<file path="config.mk">
export PLATFORM = sky130hd
export DESIGN_NAME = lc_dco_bias_cal
export DESIGN_NICKNAME = d
export VERILOG_FILES = /design/src/rtl/lc_dco_pkg.sv /design/src/rtl/lc_dco_sync2.sv /design/src/rtl/lc_dco_bias_cal.sv
export SDC_FILE = /design/constraint.sdc
export NUM_CORES = 1
export LEC_CHECK = 0
export ABC_AREA = 1
export CAP_MARGIN = 10
export CORE_MARGIN = 2
export CORE_UTILIZATION = 45
export DETAILED_ROUTE_END_ITERATION = 16
export PLACE_DENSITY = 0.76
export SLEW_MARGIN = 20
export SYNTH_ARGS = -nofsm -noshare
export SYNTH_HDL_FRONTEND = slang
export SYNTH_SLANG_ARGS = --single-unit
</file>
<file path="constraint.sdc">
create_clock -name clk -period 1.55 [get_ports clk]
set_clock_uncertainty 0.05 [all_clocks]
set_input_delay 0.465 -clock clk [delete_from_list [all_inputs] [get_ports clk]]
set_output_delay 0.465 -clock clk [all_outputs]
set_load 0.01 [all_outputs]
</file>
<file path="src/rtl/lc_dco_pkg.sv">
// Shared types and helpers for the LC-DCO tail-current bias calibrator.
package lc_dco_pkg;

  // Widest DAC the thermometer helper supports.
  localparam int unsigned MaxDacBits = 8;
  localparam int unsigned MaxThermW  = 2**MaxDacBits - 1;

  typedef enum logic [2:0] {
    StIdle,
    StSettle,
    StSample,
    StDecide,
    StFinish,
    StTrack
  } cal_state_e;

  // Thermometer expansion: bit i is set when code > i. Callers truncate to their width.
  function automatic logic [MaxThermW-1:0] bin2therm(input logic [MaxDacBits-1:0] code);
    return ~({MaxThermW{1'b1}} << code);
  endfunction

endpackage

</file>
<file path="src/rtl/lc_dco_sync2.sv">
// Generic two-flop synchronizer with synchronous active-high reset.
module lc_dco_sync2 #(
  parameter int unsigned Width = 1
) (
  input  logic             clk_i,
  input  logic             reset_i,
  input  logic [Width-1:0] d_i,
  output logic [Width-1:0] q_o
);

  logic [Width-1:0] meta_q;
  logic [Width-1:0] sync_q;

  // Two-stage capture of the asynchronous input.
  always_ff @(posedge clk_i) begin
    if (reset_i) begin
      meta_q <= '0;
      sync_q <= '0;
    end else begin
      meta_q <= d_i;
      sync_q <= meta_q;
    end
  end

  assign q_o = sync_q;

endmodule

</file>
<file path="src/rtl/lc_dco_bias_cal.sv">
// LC-DCO tail-current bias calibrator: SAR search over a thermometer-coded Ibias DAC driven by
// a synchronized amplitude comparator, with manual override.
// Optional build macro LC_DCO_BIAS_TRACK_EN adds a post-calibration +/-1 tracking loop.
module lc_dco_bias_cal
  import lc_dco_pkg::*;
#(
  parameter int unsigned DAC_BITS   = 5,
  parameter int unsigned SETTLE_CYC = 16,
  parameter int unsigned AVG_N      = 4,
  localparam int unsigned THERM_W   = 2**DAC_BITS - 1
) (
  input  logic                clk,
  input  logic                reset,
  input  logic                start,
  input  logic                amp_high,
  input  logic                ovr_en,
  input  logic [DAC_BITS-1:0] ovr_code,
  output logic                busy,
  output logic                done,
  output logic [DAC_BITS-1:0] code,
  output logic [THERM_W-1:0]  ibias_en
);

  localparam int unsigned KIdxW = (DAC_BITS > 1) ? $clog2(DAC_BITS) : 1;
  localparam int unsigned CntW  = $clog2(SETTLE_CYC + AVG_N + 1);
  localparam int unsigned HiW   = $clog2(AVG_N + 1);

  cal_state_e          state_q, state_d;
  logic [DAC_BITS-1:0] code_q, code_d;
  logic [THERM_W-1:0]  ibias_en_q, ibias_en_d;
  logic [KIdxW-1:0]    k_q, k_d;
  logic [CntW-1:0]     cnt_q, cnt_d;
  logic [HiW-1:0]      highs_q, highs_d;
  logic                busy_q, busy_d;
  logic                done_q, done_d;

  logic                amp_sync;
  logic                launch;
  logic [31:0]         highs_x2;
  logic [DAC_BITS-1:0] trial;
`ifdef LC_DCO_BIAS_TRACK_EN
  localparam logic [DAC_BITS-1:0] CodeMax = '1;
  logic [HiW-1:0]      track_highs;
`endif

  lc_dco_sync2 #(
    .Width(1)
  ) u_amp_sync (
    .clk_i  (clk),
    .reset_i(reset),
    .d_i    (amp_high),
    .q_o    (amp_sync)
  );

  // Next-state logic for the search FSM, applied code and thermometer enables.
  always_comb begin
    state_d  = state_q;
    code_d   = code_q;
    k_d      = k_q;
    cnt_d    = cnt_q;
    highs_d  = highs_q;
    busy_d   = busy_q;
    done_d   = 1'b0;
    trial    = code_q;
    highs_x2 = 32'(highs_q) << 1;
`ifdef LC_DCO_BIAS_TRACK_EN
    track_highs = highs_q + HiW'(amp_sync);
`endif
    // A new search may start from idle or from tracking; override always takes priority.
    launch = start && ((state_q == StIdle) || (state_q == StTrack));

    if (ovr_en) begin
      state_d = StIdle;
      code_d  = ovr_code;
      busy_d  = 1'b0;
      cnt_d   = '0;
      highs_d = '0;
    end else if (launch) begin
      state_d                = StSettle;
      k_d                    = KIdxW'(DAC_BITS - 1);
      code_d                 = '0;
      code_d[DAC_BITS-1]     = 1'b1;
      busy_d                 = 1'b1;
      cnt_d                  = '0;
      highs_d                = '0;
    end else begin
      unique case (state_q)
        StIdle: ;
        StSettle: begin
          if (cnt_q == CntW'(SETTLE_CYC - 1)) begin
            cnt_d   = '0;
            state_d = StSample;
          end else begin
            cnt_d = cnt_q + 1'b1;
          end
        end
        StSample: begin
          highs_d = highs_q + HiW'(amp_sync);
          if (cnt_q == CntW'(AVG_N - 1)) begin
            cnt_d   = '0;
            state_d = StDecide;
          end else begin
            cnt_d = cnt_q + 1'b1;
          end
        end
        StDecide: begin
          // Ties count as high: amplitude at or above target drops the trial bit.
          if (highs_x2 >= AVG_N) begin
            trial[k_q] = 1'b0;
          end
          highs_d = '0;
          if (k_q != '0) begin
            trial[k_q - 1'b1] = 1'b1;
            k_d               = k_q - 1'b1;
            state_d           = StSettle;
          end else begin
            state_d = StFinish;
            done_d  = 1'b1;
          end
          code_d = trial;
        end
        StFinish: begin
          busy_d = 1'b0;
`ifdef LC_DCO_BIAS_TRACK_EN
          state_d = StTrack;
          cnt_d   = '0;
          highs_d = '0;
`else
          state_d = StIdle;
`endif
        end
`ifdef LC_DCO_BIAS_TRACK_EN
        StTrack: begin
          // Settle for SETTLE_CYC, then vote over AVG_N samples and nudge by one code.
          if (cnt_q >= CntW'(SETTLE_CYC)) begin
            highs_d = track_highs;
          end
          if (cnt_q == CntW'(SETTLE_CYC + AVG_N - 1)) begin
            cnt_d   = '0;
            highs_d = '0;
            if ((32'(track_highs) << 1) >= AVG_N) begin
              if (code_q != '0) code_d = code_q - 1'b1;
            end else begin
              if (code_q != CodeMax) code_d = code_q + 1'b1;
            end
          end else begin
            cnt_d = cnt_q + 1'b1;
          end
        end
`endif
        default: state_d = StIdle;
      endcase
    end

    // Enables derive from the next code so they move on the same edge as code.
    ibias_en_d = THERM_W'(bin2therm(MaxDacBits'(code_d)));
  end

  // State and registered outputs.
  always_ff @(posedge clk) begin
    if (reset) begin
      state_q    <= StIdle;
      code_q     <= '0;
      ibias_en_q <= '0;
      k_q        <= '0;
      cnt_q      <= '0;
      highs_q    <= '0;
      busy_q     <= 1'b0;
      done_q     <= 1'b0;
    end else begin
      state_q    <= state_d;
      code_q     <= code_d;
      ibias_en_q <= ibias_en_d;
      k_q        <= k_d;
      cnt_q      <= cnt_d;
      highs_q    <= highs_d;
      busy_q     <= busy_d;
      done_q     <= done_d;
    end
  end

  assign busy     = busy_q;
  assign done     = done_q;
  assign code     = code_q;
  assign ibias_en = ibias_en_q;

endmodule

</file>
# Word-level counts from Yosys, hierarchy flattened
# Cells that the tools add are included.
# totals
reg_bits	54
inputBits	10
out_inout_bits	38
# op_classes
n_addsub	3
magnitude_cmp	5
eq_ne	12
shifts	1
mux	27
bitwise_logic	7
n_reduce_logical	17
# ops
cell	count
$shl A255 B5 Y31 const A	1
$mux W5	10
$not A31 Y31	1
$mux W3	6
$pmux W3 S4	1
$pmux W5 S2	1
$reduce_bool A2 Y1	5
$reduce_and A3 Y1	3
$lt A3 B4 Y1 const B	2
$demux W1 S3	2
$eq A3 B2 Y1 const B	2
$eq A3 B3 Y1 const B	2
$ge A3 B1 Y1 const B	2
$mux W1	6
$ne A2 B2 Y1 const B	3
$ne A3 B3 Y1 const B	2
$pmux W3 S2	1
$add A5 B1 Y5 const B	1
$and A5 B5 Y5	1
$eq A5 B2 Y1 const B	1
$eq A5 B4 Y1 const B	1
$not A5 Y5	1
$or A5 B5 Y5	1
$ge A4 B3 Y1 const B	1
11 further kinds	15

# Longest topological paths before layout
# depth
ltp_word	17
mapped_depth	14

# By module
# From an unflattened synthesis, not the netlist that was laid out.
# hier_totals
hier_cells	283
hier_area_um2	2209.6
# by_module_without_submodules
module	n_inst	cells_each	area_each_um2
lc_dco_bias_cal	1	277	2154.6
lc_dco_sync2	1	6	55.1

# Least setup slack after synthesis
# Ideal clock, no wire load.
# synth_path
kind	flip-flop to flip-flop
start	register k_q[0]
end	register ibias_en_q[0], in the netlist ibias_en[0]
setup_ns	0.121
t_arrival_ns	1.498
required_ns	1.379
setup_slack_ns	-0.119
stages_incl_launch_ff	13
n_path_buf	0
synth_period_minus_slack_ns	1.669
cell_sequence	dfxtp_1 -> inv_2 -> ha_1 -> inv_1 -> nand2_1 -> nand2_1 -> nor2_1 -> nand2_1 -> nand2_2 -> a21boi_2 -> nand2_1 -> nand2_2 -> nand3_1
# synth_via
elab_chain_cells	17
elab_cells_between_ends	25
# synth_lines
element	line_no	rtl
from (decl)	lc_dco_bias_cal.sv:31	logic [KIdxW-1:0] k_q, k_d;
from (signal assigned)	lc_dco_bias_cal.sv:174	k_q <= k_d;
$lt A3 B4 Y1 (implied by the code) / $ge A3 B1 Y1 (equally long branches)	lc_dco_bias_cal.sv:109	trial[k_q] = 1'b0;
$logic_and A1 B1 Y1 (implied by the code)	lc_dco_bias_cal.sv:109	
$mux W1 (implied by the code)	lc_dco_bias_cal.sv:109	
$demux W1 S3	lc_dco_bias_cal.sv:109	
$not A5 Y5 (no line)	--	
$and A5 B5 Y5 (no line)	--	
$mux W5	lc_dco_bias_cal.sv:108	if (highs_x2 >= AVG_N) begin
$mux W5	lc_dco_bias_cal.sv:87	unique case (state_q)
$mux W5	lc_dco_bias_cal.sv:78	end else if (launch) begin
$mux W5	lc_dco_bias_cal.sv:72	if (ovr_en) begin
$or A5 B5 Y5 (no line)	--	
$mux W5 (*)	lc_dco_bias_cal.sv:112	if (k_q != '0) begin
$mux W5 (*)	lc_dco_bias_cal.sv:87	
$mux W5 (*)	lc_dco_bias_cal.sv:78	
$mux W5 (*)	lc_dco_bias_cal.sv:72	
$shl A255 B5 Y31 (*)	lc_dco_pkg.sv:19	return ~({MaxThermW{1'b1}} << code);
$not A31 Y31 (*)	lc_dco_pkg.sv:19	
to (signal assigned)	lc_dco_bias_cal.sv:173	ibias_en_q <= ibias_en_d;
to (decl)	lc_dco_bias_cal.sv:30	logic [THERM_W-1:0] ibias_en_q, ibias_en_d;
# Mark *: on every way between the ends. The rest lies on a longest branch, timed or not. The select of a mux whose other input is x is not followed.
# A chain may end at the register's enable or synchronous reset.

# Worst setup path after layout
# layout_path
start	register k_q[1]
end	register ibias_en_q[30], in the netlist ibias_en[30]
# Same word-level chain as after synthesis.

==> results.md <==
* Status: finished with violations
* Failing checks: setup timing
* Root buf cell: clkbuf_8
* Port Buf Inserts at 47
* Design Area, Final at 0.00382 mm²
* Peak supply drop at 0.507 mV
* Final Wtd Congestion at 0.833
* CP Class: reg2reg
* Initial antenna violation count at 0
* Slew Viols, Final at 0
* GR Overflow Total at 0
* CTS Hold Buffers Added at 0
* Die width at 74.1 µm
* Num CTS Buffers at 5
* Cell Pwr Density at 792 mW/mm²
* Post-DR vias/cell at 4.93
* H-tree lvl count at 2
* Core box area at 0.00472 mm²
* Die height at 74.1 µm
* Synth top area share at 48.0%
* Worst-path maximum fanout at 7
* Crit path DAT at 1990 ps
* Ys async rst share at 0%
* Fin cells at 473
* Clk buf depth at 2
* Vias in the first global route at 2288
* Largest net degree at the start of global routing at 17
* Slew headroom at 79.9%
* CP endpoint kind: flop
* First-pass GRT wire length at 9980 µm
* Final WS setup at -226 ps
* Mapped Cells at 283
* WL per Instance at 15.5 µm
* Die Area at 0.00549 mm²
* Fin crit share at 115%
* Num rows at 25
* Critical Path Start: k_q[1]
* Synth Register Bits at 53
* Dominant cells by area after synthesis: dfxtp_1, nand2_1, inv_1
* Placed cell areas at 0.00314 mm²
* Worst path required time at 1760 ps
* Fraction of layout instances using a drive strength above 1 at 45.3%
* Synthesized Nets at 300
* Placed Cells incl. Taps at 439
* Synthesized area at 0.00221 mm²
* Area leader, netlist: dfxtp_1
* Maxcap violations at 0
* Syn_area_per_cell at 7.81 µm²
* Starting Density at 46.8%
* Startpoint Class: flop
* Yosys cell types at 31
* Ys flop type: dfxtp_1
* Clk_lat worst skew at 320 ps
* Leakage at 1.89 nW
* Hold_sp: u_amp_sync.meta_q
* Drt drc at 0
* Final min period at 1780 ps
* Diodes inserted at 0
* Final net count at 422
* Synthesis-to-layout area growth at 72.9%
* Reg clk slew, reported paths at 90 ps
* Final ANT Viol Nets at 0
* Pre-Repair DR Iteration Count at 4
* GR Util All Layers at 24.0%
* CTS tree: yes
* Final setup violation count at 35
* Reg-to-reg startpoint: k_q[1]
* FMAX at 0.563 GHz
* Tightest Pin Transition at 301 ps
* IO Pins at 48
* RSZ-0062 raised after global routing: yes
* Sequential area share after synthesis at 48.0%
* Number of synthesized flops with an enable pin at 0
* Post-Route WL at 7360 µm
* Post-DP HPWL at 3980 µm
* Sink Count at 53
* Final hold viol count at 0
* Hold WC Path Type: reg2reg
* Starting DRC count in detailed routing at 62
* Synth Warn # at 0
* Via count at 2331
## power by group
group,internal (W),total (W),leakage [nW],switching [W]
sequential,0.00143,0.00146,0.441,0.0000301
clock,0.000485,0.000953,0.0554,0.000468
combinational,0.000284,0.000614,1.40,0.000330
## worst max-delay path, stage by stage (launching register included)
cell,delay [ps]
dfxtp_2,370
inv_4,60
ha_4,300
inv_4,50
a21oi_2,130
nand2_1,80
nand3_2,120
nand3_4,160
nor2_4,220
nand2_2,90
nor2_1,100
## cell type report
class                      count  area [µm²]
sequential                    53        1080
clock buffer                   6        72.6
tap                           67        83.8
multi-input combinational    186        1350
fill                         275         903
clock inverter                 2        38.8
timing repair buffer         118        1010
inverter                      41         176
## cell usage in the layout, fill, tap and decap left out, drive strengths merged, types with 6 or more instances in the layout
cell | netlist | routed
dfxtp | 53 | 53
dlygate4sd2 | 0 | 40
buf | 3 | 71
clkdlybuf4s50 | 0 | 7
inv | 41 | 41
nor2 | 36 | 36
ha | 7 | 7
nand3 | 13 | 13
nand2 | 87 | 87
a21oi | 15 | 15
nor3 | 7 | 7
clkbuf | 0 | 6
o21ai | 8 | 8
## layer usage
metal	global-route usage [%]	up-vias	wire length, µm
met2	43.6	75	3860
met5	0	-	0
met3	4.34	24	329
li1	-	1121	-
met1	26.9	1111	2890
met4	11.7	0	269
## stage by stage
| step | util [%] | setup TNS [ps] | hold WS [ps] | power, W | worst slack (ps) |
|---|---|---|---|---|---|
| after global routing | 80.9 | -7390 | 390 | 0.00314 | -271 |
| after detailed placement | 66.4 | -16180 | 356 | 0.00197 | -447 |
| final | 80.9 | -5000 | 367 | 0.00302 | -226 |
| after floorplan | - | -8.76 | 338 | 0.00170 | -4.88 |
| after CTS | 74.5 | -1820 | 366 | 0.00292 | -100 |
| after global placement | 66.4 | -15700 | 355 | 0.00197 | -447 |
## synthesized netlist by cell type, types with 3 or more instances
| master | number |
|---|---|
| nand2_1 | 73 |
| dfxtp_1 | 53 |
| inv_1 | 39 |
| nor2_1 | 28 |
| a21oi_1 | 13 |
| nand2_2 | 13 |
| nand3_1 | 10 |
| ha_1 | 7 |
| nor3_1 | 7 |
| nor2_2 | 6 |
| o21ai_0 | 5 |
| o21ai_1 | 3 |
## worst paths after layout
kind,to,slack [ps],depth (start not counted)
setup reg to reg,ibias_en[30],-230,10
hold / removal,u_amp_sync.q_o,370,2
setup / recovery,ibias_en[30],-230,10
hold reg to reg,u_amp_sync.q_o,370,2
## sequential cells by signal, summed over array words and instances, names as in the netlist
signal	flops
busy	1
cnt_q	5
code	4
done	1
highs_q	3
ibias_en	31
k_q	3
state_q	3
u_amp_sync.meta_q	1
u_amp_sync.q_o	1
## kinds of logic after synthesis
group / synth area share (%)
AOI/OAI and AO/OA: 8.04
xor gates and xnor gates: 0.793
adders and majority gates: 3.96
buffers and inverters: 7.87
DFF: 48.0
and+or+nand+nor: 31.3
## what timing repair did
| action | 4_1_cts | 5_1_grt |
|---|---|---|
| buffers inserted | 15 | 13 |
| hold endpoints to repair | 0 | 0 |
| resized for setup | 105 | 57 |
| pin swaps | 32 | 44 |
| setup endpoints to repair | 74 | 48 |
No activity file was read; power rests on OpenSTA's default activity.
==> RTL change 1, RTL diff (config.mk and constraints unchanged) <==
Remove the register `done_q`: a continuous assignment takes its place, so the output `done` follows one clock earlier.
--- a/src/rtl/lc_dco_bias_cal.sv
+++ b/src/rtl/lc_dco_bias_cal.sv
@@ -167,5 +167,4 @@
       highs_q    <= '0;
       busy_q     <= 1'b0;
-      done_q     <= 1'b0;
     end else begin
       state_q    <= state_d;
@@ -176,7 +175,8 @@
       highs_q    <= highs_d;
       busy_q     <= busy_d;
-      done_q     <= done_d;
     end
   end
+
+  assign done_q = done_d;
 
   assign busy     = busy_q;
Behaviour: no difference found for any inputs over 10 cycles, from zero or initial values and one cycle with reset high; that may be too few to reach the edited logic, so the function may still have changed.
==> RTL change 1 against the unedited design <==
- the run still ends with negative setup slack left
- power decreased by 0.50%
- routed wire length grew 15%
- worst setup slack worse by 230 ps
- sequential cell count down 1
- synthesized area grew 1.1%
- core utilization is 0.57 points higher
- critical path type unchanged
- final area rose by 1.4%
- sequential share of layout area fell by 1.2 points
==> RTL change 1: results (changes against the unedited design) <==
metric,value,unit,change
status,"complete, but fails checks",,
failing checks,negative setup slack,,
Avg WL per Cell,17.7,um,+14%
share of layout cells above drive strength 1,0.464,,+0.0104
routed vias,2528,,+8.5%
syn_nets,303,,+1.0%
dpl ws,-501,ps,-53.2 ps
global-route wire length before repair,10600,um,+5.9%
H-tree levels,2,,unchanged
worst-path fanout max,5,,-2
post-synthesis mux area share,0,,unchanged
Leak Pwr,1.88,nW,-0.57%
launching element type of the critical path,flop,,
Final HPWL DP,4130,um,+3.6%
placed instance area,3230,um^2,+2.9%
compound-cell area share of the yosys netlist,0.0829,,+0.00251
peak per-stage delay on the critical path,400,ps,+30 ps
Total GRT Usage,0.252,,+0.0122
post-synthesis cell type count,34,,+9.7%
crit path DAT,2170,ps,+180 ps
Fin Setup TNS,-13600,ps,-8600 ps
setup ws final,-452,ps,-226 ps
post-synthesis xor/xnor area fraction,0.00784,,-0.0000844
adder-cell share of the synthesized area,0.0392,,-0.000422
"Seq/Total Area, Yosys",0.466,,-0.0141
crit path from,k_q[2]$_SDFFE_PP0P_,,
Clock Latency Late Sink,330,ps,
# fillers,278,,+1.1%
Slew @ Worst Pin,309,ps,+8.37 ps
CP max-delay cell,dfxtp_1,,
Final setup viols,44,,+26%
worst vdd ir,0.503,mV,-0.87%
vias in the first global route,2367,,+3.5%
Iter 0 DRT Violations,217,,+250%
Final Wtd Congestion,0.834,,+0.18%
1st-pass router iterations,5,,+1
Final Net Count,428,,+1.4%
most frequent cells after synthesis,"nand2_1, dfxtp_1, nor2_1",,
-- RTL change 1: changes by cell type after synthesis, sizes merged, moves of 2 or more --
cell,before,now
a21boi,1,3
a21oi,15,18
a22oi,2,0
inv,41,34
nand2,87,89
nand3,13,25
nor2,36,38
nor3,7,3
o21ai,8,5
-- RTL change 1: worst paths after layout --
path	endpoint	slack (ps)	cells past startpoint
worst max-delay path	ibias_en[20]$_SDFF_PP0_	-450	12
worst min-delay path	u_amp_sync.q_o$_SDFF_PP0_	390	2
worst max register to register	ibias_en[20]$_SDFF_PP0_	-450	12
worst min register to register	u_amp_sync.q_o$_SDFF_PP0_	390	2
-- RTL change 1: critical path, delay by kind of cell (launching register included) --
kind / cells / cell delay [ps]
flops: 1 / 400
buf+inv: 5 / 600
simple gates: 7 / 850
-- RTL change 1: through the flow --
stage,utilization,instances
global route,0.814,479
finish,0.814,479
global placement,0.679,449
floorplan,-,286
CTS,0.749,468
detailed placement,0.679,449
-- RTL change 1: timing repair --
action / CTS / global route
endpoints found under the setup margin: 84 / 50
pin swaps: 23 / 17
hold buffers: 0 / 0
buffers inserted: 10 / 12
resized for setup: 97 / 62
gates cloned: 1 / 0
-- RTL change 1: layer usage --
layer	global-route usage	wire [um]	up-vias
li1	-	-	1158
met1	0.293	3160	1206
met2	0.435	4390	126
met3	0.0610	534	38
met4	0.119	380	0
met5	0	0	-
-- RTL change 1: final cells by class --
type / count / area share
Clock buffer: 6 / 0.0187
Clock inverter: 2 / 0.0100
Inverter: 34 / 0.0355
Multi-Input combinational cell: 197 / 0.368
Sequential cell: 52 / 0.271
Tap cell: 67 / 0.0216
Timing Repair Buffer: 121 / 0.275
-- RTL change 1: cell families after synthesis --
logic type,Yosys count
AO/OA/AOI/OAI,29
adder cells (fa/ha/maj),7
AND/OR/NAND/NOR,158
buffers and inverters,38
flip-flops,52
XOR/XNOR,2
-- RTL change 1: power breakdown --
group | switching, mW | internal [mW] | total (mW)
Combinational | 0.340 | 0.271 | 0.611
Clock | 0.478 | 0.488 | 0.966
Sequential | 0.0269 | 1.40 | 1.43
Total | 0.845 | 2.16 | 3.01
==> RTL change 2, RTL diff (same settings) <==
Without the edit above. Build with the macro `LC_DCO_BIAS_TRACK_EN` defined.
--- a/src/rtl/lc_dco_bias_cal.sv
+++ b/src/rtl/lc_dco_bias_cal.sv
@@ -2,4 +2,6 @@
 // a synchronized amplitude comparator, with manual override.
 // Optional build macro LC_DCO_BIAS_TRACK_EN adds a post-calibration +/-1 tracking loop.
+`define LC_DCO_BIAS_TRACK_EN
+
 module lc_dco_bias_cal
   import lc_dco_pkg::*;
Check against the original RTL: no difference found for any inputs over 10 cycles, from zero or initial values and one cycle with reset high; that may be too few to reach the edited logic, so the function may still have changed.
==> RTL change 2 against the unedited design <==
- the flow still finishes with violations (negative setup slack)
- worst setup slack lost 310 ps
- synthesized area grew 23%
- routed wire length grew 53%
- global-route usage grew 3.9 points
- final cell count grew 21%
- sequential cell count is the same
- final area grew 25%
- worst hold slack gained 77 ps
- non-clock buffer count grew 17
- power grew 3.1%
- clock power shrank 12%
==> RTL change 2: results (changes against the unedited design) <==
metric,value,unit,change
status,"complete, but fails checks",,
setup ws final,-538,ps,-312 ps
vias in the first global route,2933,,+28%
Avg WL per Cell,19.6,um,+26%
met2 WL post-DR,5450,um,+41%
Iter 0 DRT Violations,282,,+350%
met3 usage,0.0462,,+0.00279
share of layout cells above drive strength 1,0.553,,+0.0999
Total GRT Usage,0.279,,+0.0394
# fillers,324,,+18%
Setup Buffers After CTS,12,,-3
switching pwr,1.00,mW,+21%
Routed met3 length,853,um,+160%
"Seq/Total Area, Yosys",0.389,,-0.0908
worst-path fanout max,5,,-2
Post-CTS Resized,134,,+28%
failing checks,negative setup slack,,
syn_nets,380,,+27%
Final Net Count,517,,+23%
Final setup viols,49,,+40%
maximum number of pins on one net before global-route repair,19,,+2
clk slew on worst S/H paths,110,ps,+20 ps
Final Wtd Congestion,0.927,,+11%
relative slew slack,0.594,,-0.205
worst vdd ir,0.712,mV,+40%
[RTL change 2: kinds of logic after synthesis]
family | share of synthesized area
AO/OA/AOI/OAI | 0.110
buffers and inverters | 0.0859
XOR/XNOR | 0.00643
adder cells (fa/ha/maj) | 0.0413
AND/OR/NAND/NOR | 0.360
flip-flops | 0.389
multiplexers | 0.00735
[RTL change 2: stage by stage]
step / power, mW / instance area (um^2) / hold slack (ps) / util / cells
after floorplan: 1.80 / 2840 / 338 / - / 361
after global placement: 2.12 / 3920 / 377 / 0.667 / 548
after detailed placement: 2.13 / 3920 / 381 / 0.667 / 548
after CTS: 2.97 / 4310 / 390 / 0.733 / 567
after global routing: 3.21 / 4760 / 465 / 0.809 / 574
final: 3.12 / 4760 / 444 / 0.809 / 574
[RTL change 2: power by group through the flow]
stage                     Sequential [mW]  Clock (mW)  Combinational [mW]
after floorplan                      1.53           0               0.270
after global placement               1.50           0               0.621
after detailed placement             1.50           0               0.629
after CTS                            1.47       0.835               0.670
after global routing                 1.48       0.879               0.852
final                                1.47       0.837               0.811
[RTL change 2: area by class of cell]
class	instances	area share
Timing Repair Buffer	135	0.245
Clock buffer	5	0.0144
Sequential cell	53	0.229
Clock inverter	3	0.00552
Inverter	51	0.0504
Multi-Input combinational cell	252	0.436
Tap cell	75	0.0197
[RTL change 2: path summary, 6_finish.rpt]
path	to	slack, ps	depth (start not counted)	start
setup / recovery	ibias_en[11]$_SDFF_PP0_	-540	13	k_q[1]$_SDFFE_PP0P_
hold / removal	busy$_SDFFE_PP0P_	440	2	busy$_SDFFE_PP0P_
setup reg to reg	ibias_en[11]$_SDFF_PP0_	-540	13	k_q[1]$_SDFFE_PP0P_
hold reg to reg	busy$_SDFFE_PP0P_	440	2	busy$_SDFFE_PP0P_
